### src/rtl/uart_pkg.sv
// uart_pkg: shared types and helpers for the uart_xcvr slice.
// Parity/FSM enums, RX FIFO entry layout and baud divider helper.
package uart_pkg;

  localparam int MaxDataBits = 9;

  typedef enum logic [1:0] {
    ParityNone,
    ParityEven,
    ParityOdd
  } parity_e;

  typedef enum logic [2:0] {
    TxIdle,
    TxStart,
    TxData,
    TxParity,
    TxStop
  } tx_state_e;

  typedef enum logic [2:0] {
    RxIdle,
    RxStart,
    RxData,
    RxParity,
    RxStop,
    RxWaitHigh
  } rx_state_e;

  typedef struct packed {
    logic [MaxDataBits-1:0] data;
    logic                   parity_err;
    logic                   frame_err;
  } rx_entry_t;

  function automatic int clks_per_bit(input int freq, input int baud);
    return (freq + baud / 2) / baud;
  endfunction

endpackage

### src/rtl/uart_rx_fifo.sv
// uart_rx_fifo: small synchronous FIFO for received UART entries.
// Push is accepted when not full or when a pop happens in the same cycle.
module uart_rx_fifo #(
  parameter int Width = 8,
  parameter int Depth = 4
) (
  input  logic             clk,
  input  logic             rst,
  input  logic             push,
  input  logic [Width-1:0] push_data,
  input  logic             pop,
  output logic [Width-1:0] pop_data,
  output logic             full,
  output logic             empty
);

  localparam int AW = $clog2(Depth);

  logic [Width-1:0] mem [Depth];
  logic [AW-1:0]    wptr;
  logic [AW-1:0]    rptr;
  logic [AW:0]      cnt;
  logic             do_push;
  logic             do_pop;

  assign full     = cnt == (AW+1)'(Depth);
  assign empty    = cnt == '0;
  assign do_pop   = pop && !empty;
  assign do_push  = push && (!full || do_pop);
  assign pop_data = mem[rptr];

  // pointer and occupancy bookkeeping
  always_ff @(posedge clk or posedge rst) begin
    if (rst) begin
      wptr <= '0;
      rptr <= '0;
      cnt  <= '0;
    end else begin
      if (do_push) wptr <= wptr + 1'b1;
      if (do_pop)  rptr <= rptr + 1'b1;
      unique case ({do_push, do_pop})
        2'b10:   cnt <= cnt + 1'b1;
        2'b01:   cnt <= cnt - 1'b1;
        default: cnt <= cnt;
      endcase
    end
  end

  // storage array, contents are don't-care until written
  always_ff @(posedge clk) begin
    if (do_push) mem[wptr] <= push_data;
  end

endmodule

### src/rtl/uart_xcvr.sv
// uart_xcvr: parametrised UART transceiver, TX serialiser plus
// RX deserialiser feeding a small receive FIFO.
module uart_xcvr
  import uart_pkg::*;
#(
  parameter int      ClockFrequency = 50_000_000,
  parameter int      BaudRate       = 115_200,
  parameter int      DataBits       = 8,
  parameter parity_e Parity         = ParityNone,
  parameter int      StopBits       = 1,
  parameter int      RxFifoDepth    = 4
) (
  input  logic                clk_i,
  input  logic                rst_i,
  input  logic                tx_valid_i,
  input  logic [DataBits-1:0] tx_data_i,
  output logic                tx_ready_o,
  output logic                uart_tx_o,
  input  logic                uart_rx_i,
  output logic                rx_valid_o,
  output logic [DataBits-1:0] rx_data_o,
  input  logic                rx_ready_i,
  output logic                rx_parity_err_o,
  output logic                rx_frame_err_o,
  output logic                rx_overflow_o
);

  localparam int ClksPerBit = clks_per_bit(ClockFrequency, BaudRate);
  localparam int CW         = $clog2(ClksPerBit);
  localparam int BW         = $clog2(DataBits + 1);
  localparam logic OddPar   = (Parity == ParityOdd);

  // ---------------- TX ----------------
  tx_state_e           tx_state, tx_state_d;
  logic [CW-1:0]       tx_cnt, tx_cnt_d;
  logic [BW-1:0]       tx_bit, tx_bit_d;
  logic [DataBits-1:0] tx_sh, tx_sh_d;
  logic                tx_par, tx_par_d;
  logic                tx_line, tx_line_d;
  logic                tx_last;
  logic                tx_stop_end;
  logic                tx_accept;

  assign tx_last     = tx_cnt == CW'(ClksPerBit - 1);
  assign tx_stop_end = (tx_state == TxStop) && tx_last &&
                       (tx_bit == BW'(StopBits - 1));
  assign tx_ready_o  = (tx_state == TxIdle) || tx_stop_end;
  assign tx_accept   = tx_valid_i && tx_ready_o;
  assign uart_tx_o   = tx_line;

  // TX state register; the line flop resets high asynchronously
  always_ff @(posedge clk_i or posedge rst_i) begin
    if (rst_i) begin
      tx_state <= TxIdle;
      tx_cnt   <= '0;
      tx_bit   <= '0;
      tx_sh    <= '0;
      tx_par   <= 1'b0;
      tx_line  <= 1'b1;
    end else begin
      tx_state <= tx_state_d;
      tx_cnt   <= tx_cnt_d;
      tx_bit   <= tx_bit_d;
      tx_sh    <= tx_sh_d;
      tx_par   <= tx_par_d;
      tx_line  <= tx_line_d;
    end
  end

  // TX next state; accepting in the last stop cycle keeps frames gapless
  always_comb begin
    tx_state_d = tx_state;
    tx_cnt_d   = tx_last ? '0 : tx_cnt + 1'b1;
    tx_bit_d   = tx_bit;
    tx_sh_d    = tx_sh;
    tx_par_d   = tx_par;
    if (tx_accept) begin
      tx_state_d = TxStart;
      tx_cnt_d   = '0;
      tx_sh_d    = tx_data_i;
      tx_par_d   = (^tx_data_i) ^ OddPar;
    end else begin
      unique case (tx_state)
        TxIdle: tx_cnt_d = '0;
        TxStart: begin
          if (tx_last) begin
            tx_state_d = TxData;
            tx_bit_d   = '0;
          end
        end
        TxData: begin
          if (tx_last) begin
            tx_sh_d  = tx_sh >> 1;
            tx_bit_d = tx_bit + 1'b1;
            if (tx_bit == BW'(DataBits - 1)) begin
              tx_bit_d   = '0;
              tx_state_d = (Parity == ParityNone) ? TxStop : TxParity;
            end
          end
        end
        TxParity: begin
          if (tx_last) begin
            tx_state_d = TxStop;
            tx_bit_d   = '0;
          end
        end
        TxStop: begin
          if (tx_last) tx_bit_d = tx_bit + 1'b1;
          if (tx_stop_end) tx_state_d = TxIdle;
        end
        default: tx_state_d = TxIdle;
      endcase
    end
  end

  // TX line value for the upcoming cycle, registered to avoid glitches
  always_comb begin
    tx_line_d = 1'b1;
    unique case (tx_state_d)
      TxStart:  tx_line_d = 1'b0;
      TxData:   tx_line_d = tx_sh_d[0];
      TxParity: tx_line_d = tx_par_d;
      default:  tx_line_d = 1'b1;
    endcase
  end

  // ---------------- RX ----------------
  logic                rx_s1, rx_s2, rxs, rxs_q;
  rx_state_e           rx_state, rx_state_d;
  logic [CW-1:0]       rx_cnt, rx_cnt_d;
  logic [BW-1:0]       rx_bit, rx_bit_d;
  logic [DataBits-1:0] rx_sh, rx_sh_d;
  logic                rx_perr, rx_perr_d;
  logic                rx_last;
  logic                rx_half;
  logic                push_q, push_d;
  rx_entry_t           ent_q, ent_d;

  assign rxs     = rx_s2;
  assign rx_last = rx_cnt == CW'(ClksPerBit - 1);
  assign rx_half = rx_cnt == CW'(ClksPerBit / 2 - 1);

  // input synchroniser, previous-sample flop and RX state register
  always_ff @(posedge clk_i or posedge rst_i) begin
    if (rst_i) begin
      rx_s1    <= 1'b1;
      rx_s2    <= 1'b1;
      rxs_q    <= 1'b1;
      rx_state <= RxIdle;
      rx_cnt   <= '0;
      rx_bit   <= '0;
      rx_sh    <= '0;
      rx_perr  <= 1'b0;
      push_q   <= 1'b0;
      ent_q    <= '0;
    end else begin
      rx_s1    <= uart_rx_i;
      rx_s2    <= rx_s1;
      rxs_q    <= rxs;
      rx_state <= rx_state_d;
      rx_cnt   <= rx_cnt_d;
      rx_bit   <= rx_bit_d;
      rx_sh    <= rx_sh_d;
      rx_perr  <= rx_perr_d;
      push_q   <= push_d;
      ent_q    <= ent_d;
    end
  end

  // RX next state; a high start sample is treated as a glitch
  always_comb begin
    rx_state_d = rx_state;
    rx_cnt_d   = rx_last ? '0 : rx_cnt + 1'b1;
    rx_bit_d   = rx_bit;
    unique case (rx_state)
      RxIdle: begin
        rx_cnt_d = '0;
        if (rxs_q && !rxs) rx_state_d = RxStart;
      end
      RxStart: begin
        if (rx_half) begin
          rx_cnt_d   = '0;
          rx_bit_d   = '0;
          rx_state_d = rxs ? RxIdle : RxData;
        end
      end
      RxData: begin
        if (rx_last) begin
          rx_bit_d = rx_bit + 1'b1;
          if (rx_bit == BW'(DataBits - 1))
            rx_state_d = (Parity == ParityNone) ? RxStop : RxParity;
        end
      end
      RxParity: if (rx_last) rx_state_d = RxStop;
      RxStop:   if (rx_last) rx_state_d = rxs ? RxIdle : RxWaitHigh;
      RxWaitHigh: begin
        rx_cnt_d = '0;
        if (rxs) rx_state_d = RxIdle;
      end
      default: rx_state_d = RxIdle;
    endcase
  end

  // RX datapath: shift samples in, check parity, build the entry
  always_comb begin
    rx_sh_d          = rx_sh;
    rx_perr_d        = rx_perr;
    push_d           = 1'b0;
    ent_d            = '0;
    ent_d.data       = MaxDataBits'(rx_sh);
    ent_d.parity_err = rx_perr;
    ent_d.frame_err  = !rxs;
    unique case (rx_state)
      RxStart:  rx_perr_d = 1'b0;
      RxData:   if (rx_last) rx_sh_d = {rxs, rx_sh[DataBits-1:1]};
      RxParity: if (rx_last) rx_perr_d = rxs ^ (^rx_sh) ^ OddPar;
      RxStop:   push_d = rx_last;
      default:  ;
    endcase
  end

  // ---------------- FIFO ----------------
  rx_entry_t head;
  logic      fifo_full;
  logic      fifo_empty;
  logic      pop;
  logic      ovf_q;
  logic      unused_head;

  assign pop = rx_valid_o && rx_ready_i;

  uart_rx_fifo #(
    .Width($bits(rx_entry_t)),
    .Depth(RxFifoDepth)
  ) u_fifo (
    .clk      (clk_i),
    .rst      (rst_i),
    .push     (push_q),
    .push_data(ent_q),
    .pop      (pop),
    .pop_data (head),
    .full     (fifo_full),
    .empty    (fifo_empty)
  );

  assign rx_valid_o      = !fifo_empty;
  assign rx_data_o       = head.data[DataBits-1:0];
  assign rx_parity_err_o = head.parity_err;
  assign rx_frame_err_o  = head.frame_err;
  assign rx_overflow_o   = ovf_q;
  assign unused_head     = ^head.data;

  // flag a dropped frame for exactly one cycle
  always_ff @(posedge clk_i or posedge rst_i) begin
    if (rst_i) ovf_q <= 1'b0;
    else       ovf_q <= push_q && fifo_full && !pop;
  end

endmodule

### config.mk
export PLATFORM = sky130hd
export DESIGN_NAME = uart_xcvr
export DESIGN_NICKNAME = d
export VERILOG_FILES = /design/src/rtl/uart_pkg.sv /design/src/rtl/uart_rx_fifo.sv /design/src/rtl/uart_xcvr.sv
export SDC_FILE = /design/constraint.sdc
export NUM_CORES = 1
export LEC_CHECK = 0
export BUFFER_PORTS_ARGS = -buffer_cell sky130_fd_sc_hd__buf_2
export CORE_MARGIN = 2
export CORE_UTILIZATION = 50
export DETAILED_ROUTE_END_ITERATION = 16
export GPL_TIMING_DRIVEN = 0
export PLACE_DENSITY = 0.67
export SLEW_MARGIN = 20
export SYNTH_ARGS = -nofsm -noshare
export SYNTH_HDL_FRONTEND = slang
export SYNTH_SLANG_ARGS = --single-unit
### constraint.sdc
create_clock -name clk_i -period 3 [get_ports clk_i]
set_input_delay 0.6 -clock clk_i [delete_from_list [all_inputs] [get_ports clk_i]]
set_output_delay 0.6 -clock clk_i [all_outputs]
set_load 0.03 [all_outputs]
-- Yosys cells after proc, flatten, opt, wreduce, memory -nomap -nowiden
Memories as Yosys holds them, arrays and structs flattened.
Cells that the tools add are included.
- add/subtract/negate cells: 8
- equal/unequal tests: 30
- mux-type cells: 42
- bitwise gates (word level): 2
- reductions and logical operators: 35
- operators with widths (operator ; number):
    $mux W9 ; 5
    $mux W3 ; 14
    $mux W4 ; 6
    $mux W8 ; 3
    $add A9 B1 Y9 const B ; 2
    $eq A3 B2 Y1 const B ; 6
    $eq A9 B9 Y1 const B ; 2
    $ne A2 B2 Y1 const B ; 9
    $pmux W3 S6 ; 1
    $pmux W9 S2 ; 1
    $reduce_xor A8 Y1 ; 2
    $pmux W3 S5 ; 1
    $eq A3 B3 Y1 const B ; 4
    $pmux W4 S3 ; 1
    $reduce_bool A2 Y1 ; 5
    $eq A3 B1 Y1 const B ; 3
    $eq A9 B8 Y1 const B ; 1
    $logic_and A1 B1 Y1 ; 9
    $logic_not A3 Y1 ; 3
    $add A4 B1 Y4 const B ; 2
    $eq A4 B3 Y1 const B ; 2
    $pmux W4 S2 ; 1
    $reduce_and A7 Y1 ; 1
    $pmux W3 S2 ; 1
    other kinds (20) ; 32
- register bits: 73
- bits in writable memories: 40
- output and inout port bits: 14
- word-level logic and storage cells: 141
- memories kept: 1
- memory list (name ; words ; bits a word ; read ports ; clocked after Yosys merged registers in ; wr ports ; line ; RTL):
    u_fifo.mem ; 4 ; 10 ; 1 ; 0 ; 1 ; uart_rx_fifo.sv:19 ; logic [Width-1:0] mem [Depth];

-- Longest topological paths before layout
- word-level depth: 8
- depth in mapped cells: 10
- mapped depth without buffers: 9

-- Hierarchy
Synthesis repeated with hierarchy kept, for this count alone.
- cells, all modules: 401
- area, all modules: 5177.5 µm²
- modules (own cells, without submodules) (module ; times used ; cells each ; area each (µm²)):
    uart_xcvr ; 1 ; 305 ; 3155.5
    uart_rx_fifo ; 1 ; 96 ; 2021.9

-- Worst setup path before layout
OpenSTA, ideal clock, no wires.
- path kind: reg2out
- start: register tx_cnt[2]
- end: output tx_ready_o
- arrival: 2.162 ns
- setup slack: 0.238 ns
- cell stages (with the launch flop): 6
- buffers on the path: 1
- path through: dfrtp_1 > or4b_4 > or2_1 > buf_6 > o21a_1 > nor3_1
- cells in the longest elaborated chain, start to end: 4
- ends and longest elaborated chain (element ; line ; RTL):
    from (decl) ; uart_xcvr.sv:35 ; logic [CW-1:0] tx_cnt, tx_cnt_d;
    from (signal assigned) ; uart_xcvr.sv:62 ; tx_cnt <= tx_cnt_d;
    $eq A9 B9 Y1 ; uart_xcvr.sv:44 ; assign tx_last = tx_cnt == CW'(ClksPerBit - 1);
    $logic_and A1 B1 Y1 (2 in a row) ; uart_xcvr.sv:45 ; assign tx_stop_end = (tx_state == TxStop) && tx_last &&
    $logic_or A1 B1 Y1 ; uart_xcvr.sv:47 ; assign tx_ready_o = (tx_state == TxIdle) || tx_stop_end;
    to (decl) ; uart_xcvr.sv:17 ; output logic tx_ready_o,
No other way between the ends.

-- Worst setup path after layout
- start: register tx_cnt[3]
- end: output tx_ready_o
The elaborated chain is that of the path after synthesis.

==> results.tsv <==
stage	metric	value	unit
cts	h-tree-depth	4	
placed_design	io_buffers	26	
yosys	syn-cell-area	4950	sq um
power	p_leak	2.59	nW
yosys	ys_warn_count	0	
worst_setup_path	criticalPathCategory	reg -> out	
worst_setup_path	crit_path_start_kind	flip-flop	
cts	clock_path_buffers	2	
yosys	synth-main-ff-cell	dfrtp_1	
floorplan	die_h	103	um
power	pwr-share-seq	0.444	
finish	nets	451	
floorplan	die_area	10700	sq um
cts	clock_latency	0.52	ns
yosys	syn_nets	402	
finish	areaGrowthSynthToFinish	18.3	%
timing	whs	0.128	ns
yosys	synth_edf_count	40	
power	ir_drop	0.000438	V
power	internal_power	2.84	mW
power	pwr-share-clk	0.484	
worst_setup_path	reg2reg_depth	7	
worst_setup_path	crit_start	tx_cnt[3]$_DFF_PP0_	
global_routing	grt_overflow	0	
global_routing	grt_pass1_vias	2903	
floorplan	initial_core_util	0.511	
power	totalPowerFinal	3.75	mW
timing	finalMaxSlewViolations	0	
timing	hold_violations	0	
placed_design	place_area	5270	sq um
timing	timing.final.ws_setup	0.0796	ns
worst_setup_path	crit_required	2.40	ns
worst_setup_path	cp.arrival	2.32	ns
timing	relSlewSlack	0.260	
global_routing	antenna_found_initial	0	
yosys	muxShareOfSynthArea	0.0728	
worst_setup_path	setup.worst_path.end_class	primary output	
timing	final.setup.tns	0	ns
run	maxCapViolations	0	
worst_setup_path	cp_slowest_stage_delay	0.55	ns
min_path	holdCritPathClass	in -> async	
yosys	yosysSeqAreaShare	0.613	
power	p_switching	912	uW
floorplan	num_rows	36	
cts	cts_buffers	17	
finish	antenna_cells	0	
placed_design	post-place-ws	0.458	ns
route	drt-total-wl	8000	um
placed_design	place.gp.congestion	0.771	
global_routing	track_usage	0.169	
timing	max_slew.worst_pin.slew	1.10	ns
route	avgRoutedWirePerCell	14.0	um
timing	max_freq	342	MHz
floorplan	core_area	9680	sq um
yosys	synth_area_leaders	dfrtp_1, edfxtp_1, mux4_2	
yosys	yosysMostFrequentCell	dfrtp_1	
cts	cts_root_buf	clkbuf_8	
floorplan	ioPinCount	27	
yosys	ys_types	52	
power	p_comb_frac	0.072	
timing	min_period	2.92	ns
cts	postCtsHoldBufs	0	
yosys	ys_seq_elements	113	
outcome	status	completed	
yosys	synth_xor_area_frac	0.0620	
route	drt_first_pass_iters	6	
worst_setup_path	crit_chain	or4b_4 > or2_1 > buf_6 > o21a_1 > nor3_2 > buf_4	
yosys	syn_inst	375	
yosys	yosys-top-cells-count	dfrtp_1, edfxtp_1, nor2_1	
route	viasPerCell	5.16	
yosys	yosys.area.top_type	dfrtp_1	
route	drt_iter0_drc	132	
yosys	synthSimpleGateAreaFrac	0.114	
finish	fin_area	5850	sq um
finish	layout-drive-gt1-share	0.222	
worst_setup_path	r2r_start	rx_cnt[1]$_DFF_PP0_	
yosys	synth_top_family_by_area	simple AND/OR/NAND/NOR gates	
yosys	synth_area_per_cell	13.2	sq um
power	p_sw_frac	0.243	
timing	skew	0.00888	ns
worst_setup_path	ff2ff_setup_slack	0.58	ns
worst_setup_path	path_max_fanout	8	
route	ant_nets	0	
timing	setup_viol	0	
global_routing	grt_pass1_wl	13700	um
yosys	synth-adder-area-share	0.0369	
global_routing	grt_max_degree	42	
floorplan	die_x	103	um
timing	fin_crit_sh	0.973	
power	p_per_area	641	nW/um^2
cts	cts_tree	built	
yosys	synth_compound_area_frac	0.0771	
yosys	async_flop_share	0.646	
route	drc	0	
cts	cts.clk_slew.worst_paths	0.06	ns
timing	rsz0062_at_grt	no	
route	num_vias	2944	
cts	clock-sinks	113	
placed_design	post-dp-hpwl	5360	um
worst_setup_path	cpMaxStageDelayCell	or4b_4	
worst_setup_path	r2r_end	rx_sh[3]$_DFFE_PP0P_	
yosys	yosys.area.top_type_share	0.349	
critical path: cells and delay by family (launching register included):
family	cells	cell delay [ns]
AO/OA/AOI/OAI	1	0.20
buffers and inverters	2	0.32
flip-flops	1	0.38
AND/OR/NAND/NOR	3	0.90
layout by cell type (no fill, tap or decap), types with 3 or more instances in the layout:
master      instances
xor2_1             13
clkinvlp_4          4
nor2_1             30
nand3_1            11
clkbuf_1            7
mux4_2             10
and2_1             11
a21o_1              6
nor2b_1             7
or3_1               3
dfrtp_1            69
o31ai_1             3
buf_2              27
edfxtp_1           40
xnor2_1            22
clkinv_4            6
buf_4               4
nand4_1             5
a21oi_1             7
dfstp_2             4
mux2_2             12
inv_1              19
a22o_1              9
nor3_1              3
o21ai_0             9
ha_1               13
clkbuf_16          16
nand2_1            23
worst max-delay path by stage:
stage               slack, ns  cells after the start                    to
floorplan                0.24                      5            tx_ready_o
global placement        -0.33                      2  tx_sh[3]$_DFFE_PP0P_
detailed placement       0.46                      6            tx_ready_o
CTS                     0.007                      6            tx_ready_o
global route            0.006                      6            tx_ready_o
finish                   0.08                      6            tx_ready_o
per-layer routing:
layer	global-route usage	up-vias	part of all wire
met5	0	-	0
met4	0.0850	0	0.016
met3	0.0484	13	0.032
met2	0.257	37	0.46
met1	0.224	1444	0.49
li1	-	1450	-
sequential cells by signal, indices dropped and copies added, names as in the netlist:
register	count
ent_q	10
push_q	1
rx_bit	4
rx_cnt	9
rx_overflow_o	1
rx_perr	1
rx_s1	1
rx_s2	1
rx_sh	8
rx_state	3
rxs_q	1
tx_bit	4
tx_cnt	9
tx_par	1
tx_sh	8
tx_state	3
u_fifo.cnt	3
u_fifo.mem	40
u_fifo.rptr	2
u_fifo.wptr	2
uart_tx_o	1
power by group through the flow:
stage	logic, mW	clock network [mW]	registers [mW]
3_5_place_dp	0.267	0	1.69
4_1_cts	0.268	1.85	1.67
2_1_floorplan	0.207	0	1.68
3_3_place_gp	0.256	0	1.69
6_report	0.269	1.82	1.67
5_1_grt	0.299	1.93	1.67
logic make-up (layout without fill, tap and decap cells):
group                      Yosys count  count (layout)
adders and majority gates           14              14
xor gates and xnor gates            35              35
AOI/OAI and AO/OA                   52              52
muxes                               22              22
buffers and inverters               30              92
and+or+nand+nor                    109             109
DFF                                113             113
final cells by class:
class | instances | area [sq um]
inverter | 20 | 77.6
buffer | 10 | 47.5
fill | 772 | 3830
sequential | 113 | 3030
clock inverter | 15 | 138
multi-input combinational | 232 | 1800
timing repair buffer | 30 | 175
clock buffer | 17 | 414
tap | 133 | 166
stage by stage:
step                instances   util
floorplan                 375      -
global placement          534  0.541
detailed placement        535  0.544
CTS                       569  0.603
global route              570  0.605
finish                    570  0.605
repair_timing:
action                                  in CTS  in global routing
setup buffers                                2                  1
pin swaps                                    0                  2
resized for setup                            3                  0
endpoints found under the setup margin       9                  1
Note: power is estimated with default switching activity, not from simulation.
